`config.mk`:
```
export PLATFORM = sky130hd
export DESIGN_NAME = apu_wave_gen3
export DESIGN_NICKNAME = d
export VERILOG_FILES = /design/src/rtl/apu_pkg.sv /design/src/rtl/apu_length_counter_gen2.sv /design/src/rtl/apu_wave_gen3.sv
export SDC_FILE = /design/constraint.sdc
export NUM_CORES = 1
export LEC_CHECK = 0
export CORE_MARGIN = 2
export CORE_UTILIZATION = 59
export CTS_CLUSTER_SIZE = 24
export DETAILED_ROUTE_END_ITERATION = 16
export PLACE_DENSITY = 0.88
export SYNTH_ARGS = -nofsm -noshare
export SYNTH_HDL_FRONTEND = slang
export SYNTH_SLANG_ARGS = --single-unit
```
`constraint.sdc`:
```
create_clock -name clk -period 2.89 [get_ports clk]
set_input_delay 0.867 -clock clk [delete_from_list [all_inputs] [get_ports clk]]
set_output_delay 0.867 -clock clk [all_outputs]
set_load 0.02 [all_outputs]
```
`src/rtl/apu_pkg.sv`:
```
// Shared APU definitions: waveform modes, register indices, length-counter load table.
// Pure declarations; no state, no handshake.
package apu_pkg;

   typedef enum logic [1:0] {
      TRI    = 2'd0,
      SAW_UP = 2'd1,
      SAW_DN = 2'd2,
      SQR    = 2'd3
   } wave_mode_t;

   localparam logic [1:0] REG_LIN = 2'd0;
   localparam logic [1:0] REG_EXT = 2'd1;
   localparam logic [1:0] REG_TLO = 2'd2;
   localparam logic [1:0] REG_THI = 2'd3;

   localparam int LEN_W = 8;

   // 5-bit length index to initial length count (2A03 length table).
   function automatic logic [LEN_W-1:0] len_lookup(input logic [4:0] idx);
      logic [LEN_W-1:0] v;
      case (idx)
         5'd0:  v = 8'd10;   5'd1:  v = 8'd254;  5'd2:  v = 8'd20;   5'd3:  v = 8'd2;
         5'd4:  v = 8'd40;   5'd5:  v = 8'd4;    5'd6:  v = 8'd80;   5'd7:  v = 8'd6;
         5'd8:  v = 8'd160;  5'd9:  v = 8'd8;    5'd10: v = 8'd60;   5'd11: v = 8'd10;
         5'd12: v = 8'd14;   5'd13: v = 8'd12;   5'd14: v = 8'd26;   5'd15: v = 8'd14;
         5'd16: v = 8'd12;   5'd17: v = 8'd16;   5'd18: v = 8'd24;   5'd19: v = 8'd18;
         5'd20: v = 8'd48;   5'd21: v = 8'd20;   5'd22: v = 8'd96;   5'd23: v = 8'd22;
         5'd24: v = 8'd192;  5'd25: v = 8'd24;   5'd26: v = 8'd72;   5'd27: v = 8'd26;
         5'd28: v = 8'd16;   5'd29: v = 8'd28;   5'd30: v = 8'd32;   default: v = 8'd30;
      endcase
      return v;
   endfunction

endpackage

```
`src/rtl/apu_length_counter_gen2.sv`:
```
// Channel length counter: table load on write, decrement on length pulse unless halted.
// Count updates one clk after the strobe; a low enable clears the count and blocks loads.
module apu_length_counter_gen2
   import apu_pkg::*;
(
   input  logic       clk,
   input  logic       rst,
   input  logic       length_en,
   input  logic       length_halt,
   input  logic       length_pulse,
   input  logic       length_wren,
   input  logic [4:0] length_idx,
   output logic       length_nonzero
);

   logic [LEN_W-1:0] length_cnt;

   always_ff @(posedge clk) begin
      if (rst) begin
         length_cnt <= '0;
      end else if (!length_en) begin
         length_cnt <= '0;
      end else if (length_wren) begin
         length_cnt <= len_lookup(length_idx);
      end else if (length_pulse && !length_halt && (length_cnt != '0)) begin
         length_cnt <= length_cnt - 1'b1;
      end
   end

   assign length_nonzero = (length_cnt != '0);

endmodule

```
`src/rtl/apu_wave_gen3.sv`:
```
// Triangle-style channel with selectable waveform, timer, sequencer, linear and length counters.
// Register writes land on the next clk; wave_out/active_out are combinational from that state.
module apu_wave_gen3
   import apu_pkg::*;
#(
   parameter int TIMER_W   = 11,
   parameter int SEQ_W     = 5,
   parameter int LIN_W     = 7,
   parameter int ULTRA_MIN = 2
)
(
   input  logic             clk,
   input  logic             rst,
   input  logic             chan_en,
   input  logic             cpu_clk,
   input  logic             l_pulse,
   input  logic             e_pulse,
   input  logic [1:0]       a_in,
   input  logic [7:0]       from_cpu,
   input  logic             wren,
   output logic [SEQ_W-2:0] wave_out,
   output logic             active_out
);

   localparam logic [TIMER_W-1:0] ULTRA_P = TIMER_W'(ULTRA_MIN);

   logic               ctrl;
   logic [LIN_W-1:0]   lin_reload;
   logic [LIN_W-1:0]   lin_cnt;
   logic               lin_flag;
   wave_mode_t         mode;
   logic [10:0]        period_lo;
   logic [TIMER_W-1:0] timer_period;
   logic [TIMER_W-1:0] timer_cnt;
   logic               timer_pulse;
   logic [SEQ_W-1:0]   seq;
   logic               len_nonzero;

   logic wr_lin, wr_ext, wr_tlo, wr_thi;
   assign wr_lin = wren && (a_in == REG_LIN);
   assign wr_ext = wren && (a_in == REG_EXT);
   assign wr_tlo = wren && (a_in == REG_TLO);
   assign wr_thi = wren && (a_in == REG_THI);

   always_ff @(posedge clk) begin
      if (rst) begin
         ctrl       <= 1'b0;
         lin_reload <= '0;
         mode       <= TRI;
         period_lo  <= '0;
      end else begin
         if (wr_lin) begin
            ctrl       <= from_cpu[7];
            lin_reload <= from_cpu[LIN_W-1:0];
         end
         if (wr_ext) mode <= wave_mode_t'(from_cpu[1:0]);
         if (wr_tlo) period_lo[7:0] <= from_cpu;
         if (wr_thi) period_lo[10:8] <= from_cpu[2:0];
      end
   end

   // Period bits above 10 only exist for wider timers and come from the extension register.
   if (TIMER_W > 11) begin : g_ext
      logic [TIMER_W-12:0] period_hi;
      always_ff @(posedge clk) begin
         if (rst)         period_hi <= '0;
         else if (wr_ext) period_hi <= from_cpu[TIMER_W-10:2];
      end
      assign timer_period = {period_hi, period_lo};
   end else begin : g_noext
      assign timer_period = period_lo;
   end

   assign timer_pulse = cpu_clk && (timer_cnt == '0);

   always_ff @(posedge clk) begin
      if (rst) begin
         timer_cnt <= '0;
      end else if (cpu_clk) begin
         if (timer_cnt == '0) timer_cnt <= timer_period;
         else                 timer_cnt <= timer_cnt - 1'b1;
      end
   end

   // Very short periods would alias into an ultrasonic whine, so the sequencer freezes.
   always_ff @(posedge clk) begin
      if (rst) begin
         seq <= '0;
      end else if (timer_pulse && active_out && (timer_period >= ULTRA_P)) begin
         seq <= seq + 1'b1;
      end
   end

   // Counter action sees the flag as it was before any same-cycle reg3 write.
   always_ff @(posedge clk) begin
      if (rst) begin
         lin_cnt  <= '0;
         lin_flag <= 1'b0;
      end else begin
         if (e_pulse) begin
            if (lin_flag)              lin_cnt <= lin_reload;
            else if (lin_cnt != '0)    lin_cnt <= lin_cnt - 1'b1;
         end
         if (wr_thi)                   lin_flag <= 1'b1;
         else if (e_pulse && !ctrl)    lin_flag <= 1'b0;
      end
   end

   apu_length_counter_gen2 u_len (
      .clk            (clk),
      .rst            (rst),
      .length_en      (chan_en),
      .length_halt    (ctrl),
      .length_pulse   (l_pulse),
      .length_wren    (wr_thi),
      .length_idx     (from_cpu[7:3]),
      .length_nonzero (len_nonzero)
   );

   assign active_out = (lin_cnt != '0) && len_nonzero;

   logic               seq_msb;
   logic [SEQ_W-2:0]   seq_lo;
   logic [SEQ_W-2:0]   seq_hi;
   assign seq_msb = seq[SEQ_W-1];
   assign seq_lo  = seq[SEQ_W-2:0];
   assign seq_hi  = seq[SEQ_W-1:1];

   always_comb begin
      wave_out = '0;
      case (mode)
         TRI:     wave_out = seq_msb ? seq_lo : ~seq_lo;
         SAW_UP:  wave_out = seq_hi;
         SAW_DN:  wave_out = ~seq_hi;
         SQR:     wave_out = {(SEQ_W-1){seq_msb}};
         default: wave_out = '0;
      endcase
   end

endmodule

```
==> metrics.txt, run 1 <==
Req. time, crit path 2.02 ns; layout cells sized above 1 6.67%; Filler cells 413; fin nets 434; standard-cell rows 26; area of the core 5040 um2; Synth Instances 389; Sequential Power Share 36.7%; clk root buf clkbuf_8; Finished Layout Cells 475; CTS max path bufs 2; worst ir drop on vdd 468 uV; Tot Pwr 0.00274 W; I/O pin cnt 22; Starting Density 60.4%; vias in the first global route 2575; max-slew violations 0; FF+latch count, synth 53; Max Cap Viol 0; Synth area leaders dfxtp_1 35%, mux2i_1 7.2%, nor2_1 6.0%; post-synthesis cell type count 48; P&R area growth vs syn 12.8%; hold slack final 0.487 ns; placed wire-length estimate 5110 um; drt initial violations 200; Hold Violations, Final 0; worst path arrival time 1.88 ns; met2 Usage GRT 44.7%; Remaining DRCs 0; Mapped Area 3050 um2; pin count of the biggest net entering global routing 38; Post CTS Setup Buffer Count 0; CTS buffer count 5; status complete, no violations; final setup fails 0; die extent in y 75.9 um; Placer Congestion 0.944; Synth area leader dfxtp_1; CTS tree yes; Tmin final 2.75 ns; Via density 5.98; Fmax achieved 364 MHz; all-layer global routing usage 25.8%; DR pass1 iterations 5; Final Util 68.2%; met1 Use GR 32.6%; clock network latency to the later pin of the worst-skew pair 0.32 ns; share of total power in the clock network 15.8%; Sw Ratio 40.2%; max_slew headroom 56.1%; Die ar. 5760 um2; Vias 2840; Pleak 1.38 nW; global route hottest layer met2; Setup Crit Path Kind flip-flop to primary output; Tcrit/Tclk final 95.0%; syn avg cell area 7.84 um2; Hold Path Class flip-flop to flip-flop; Slew @ Worst Pin 0.649 ns; antenna cells 0; initial antenna violation count 0; H-tree depth 2; pwr/cell area 798 nW/um2; placed insts 467; final antenna-violating net count 0; Switch Pwr 0.00110 W; top-area cell type share of the netlist area 34.8%; CP Capture Type primary output; Setup TNS Final 0 ns; Ys Warns 0; routed wire length 6820 um; global route overflow 0; Max Clock Skew 0.0141 ns; met3 usage 4.23%; Startpoint Class flip-flop; RSZ-0062 raised after global routing false; Combinational Power Share 47.4%; Worst-path clk slew 0.11 ns; sequential area share after synthesis 34.8%; syn_nets 419; Pint 0.00164 W; wire length per cell 14.4 um; first-pass GRT wire length 11500 um; Die W 75.9 um; Worst Path Max Fanout 7; CTS sink cnt 53; # port buffers 21
==> Yosys cell counts, drive strengths merged <==
cell type,n
a2bb2oi,1
nand2,44
and2b,1
inv,20
o41ai,1
a22oi,1
nor3b,3
nand4bb,1
nor4,6
nor3,11
buf,6
nand3b,3
a41o,1
xnor2,4
a221oi,1
o311ai,1
a21oi,31
nor2,49
or4,2
xor2,7
o211ai,6
mux4,2
and3,3
or4b,1
o22ai,5
mux2,2
a2111oi,1
a21o,1
a31oi,7
or3,7
dfxtp,53
nor2b,2
a32oi,1
o21a,2
mux2i,22
nand2b,8
nor4b,3
o21ai,20
clkbuf,18
a311oi,2
a211oi,3
a211o,1
nand3,10
or3b,2
ha,13
==> sequential cells by signal, indices dropped and copies added (netlist names) <==
signal            flops
lin_flag              1
period_lo            11
timer_cnt            11
mode                  2
u_len.length_cnt      8
ctrl                  1
lin_cnt               7
seq                   5
lin_reload            7
==> metal layers <==
metal	vias up	share of wire, %
met5	-	0
met4	0	1.1
met3	8	5.7
met2	91	50
met1	1345	43
li1	1396	-
==> area by class of cell <==
class | instances | area, um2 | area share [%]
Timing Repair Buffer | 32 | 295 | 8.59
Sequential cell | 53 | 1060 | 30.9
Tap cell | 70 | 87.6 | 2.55
Inverter | 20 | 75.1 | 2.18
Clock buffer | 5 | 68.8 | 2.00
Multi-Input combinational cell | 292 | 1830 | 53.2
Clock inverter | 3 | 21.3 | 0.619
==> critical path, stage by stage (launching register included) <==
cell             delay [ns]
dfxtp_1                0.51
xor2_1                 0.12
nand2_1                0.08
a21oi_1                0.06
a31oi_1                0.16
clkdlybuf4s50_1        0.63
==> metrics by stage <==
stage,worst slack [ns],instance area (um2)
2_1_floorplan,0.582,3050
3_3_place_gp,0.309,3340
3_5_place_dp,0.201,3340
4_1_cts,0.0269,3440
5_1_grt,0.0174,3440
6_report,0.145,3440
==> kinds of logic (layout without fill, tap and decap cells) <==
logic type / count (synthesis) / in the layout / share of synthesized area [%]
adder cells (fa/ha/maj): 13 / 13 / 5.34
XOR/XNOR: 11 / 11 / 3.16
multiplexers: 26 / 26 / 9.44
AND/OR/NAND/NOR: 156 / 156 / 24.8
buffers and inverters: 44 / 60 / 5.46
AO/OA/AOI/OAI: 86 / 86 / 17.0
flip-flops: 53 / 53 / 34.8
==> path summary, 6_finish.rpt <==
| path | slack [ns] | start | endpoint | depth (start not counted) |
|---|---|---|---|---|
| setup / recovery | 0.14 | seq[4] | wave_out[1] | 5 |
| hold / removal | 0.49 | period_lo[9] | period_lo[9] | 2 |
| setup reg to reg | 0.60 | timer_cnt[0] | seq[4] | 7 |
| hold reg to reg | 0.49 | period_lo[9] | period_lo[9] | 2 |
==> power groups by stage <==
stage	Clock, W	Combinational (W)	Sequential (W)
5_1_grt	0.000457	0.00147	0.00103
3_5_place_dp	0	0.00128	0.00102
2_1_floorplan	0	0.00100	0.000976
6_report	0.000434	0.00130	0.00101
3_3_place_gp	0	0.00123	0.00101
4_1_cts	0.000436	0.00130	0.00100
==> placed cells by master, fill, tap and decap left out, drive strengths merged, types with 4 or more instances in the layout <==
| cell type | Yosys | layout |
|---|---|---|
| dfxtp | 53 | 53 |
| nor2 | 49 | 49 |
| nand2 | 44 | 44 |
| a21oi | 31 | 31 |
| mux2i | 22 | 22 |
| inv | 20 | 21 |
| clkdlybuf4s50 | 0 | 20 |
| o21ai | 20 | 20 |
| ha | 13 | 13 |
| nor3 | 11 | 11 |
| buf | 6 | 11 |
| nand3 | 10 | 10 |
| nand2b | 8 | 8 |
| xor2 | 7 | 7 |
| a31oi | 7 | 7 |
| or3 | 7 | 7 |
| o211ai | 6 | 6 |
| nor4 | 6 | 6 |
| o22ai | 5 | 5 |
| clkbuf | 18 | 5 |
| xnor2 | 4 | 4 |
==> timing repair <==
action / 4_1_cts / 5_1_grt
setup endpoints to repair: 1 / 1
hold buffers: 0 / 0
gates resized for setup: 1 / 1
No activity file was read; power rests on OpenSTA's default activity.
==> run 2, diff against run 1 <==
--- a/config.mk
+++ b/config.mk
@@ -5,6 +5,7 @@
 export SDC_FILE = /design/constraint.sdc
 export NUM_CORES = 1
 export LEC_CHECK = 0
+export ABC_CLOCK_PERIOD_IN_PS = 2890
 export CORE_MARGIN = 2
 export CORE_UTILIZATION = 59
 export CTS_CLUSTER_SIZE = 24
==> results of run 2 <==
Same layout as run 1: the final DEF is identical, and so are final timing and power.
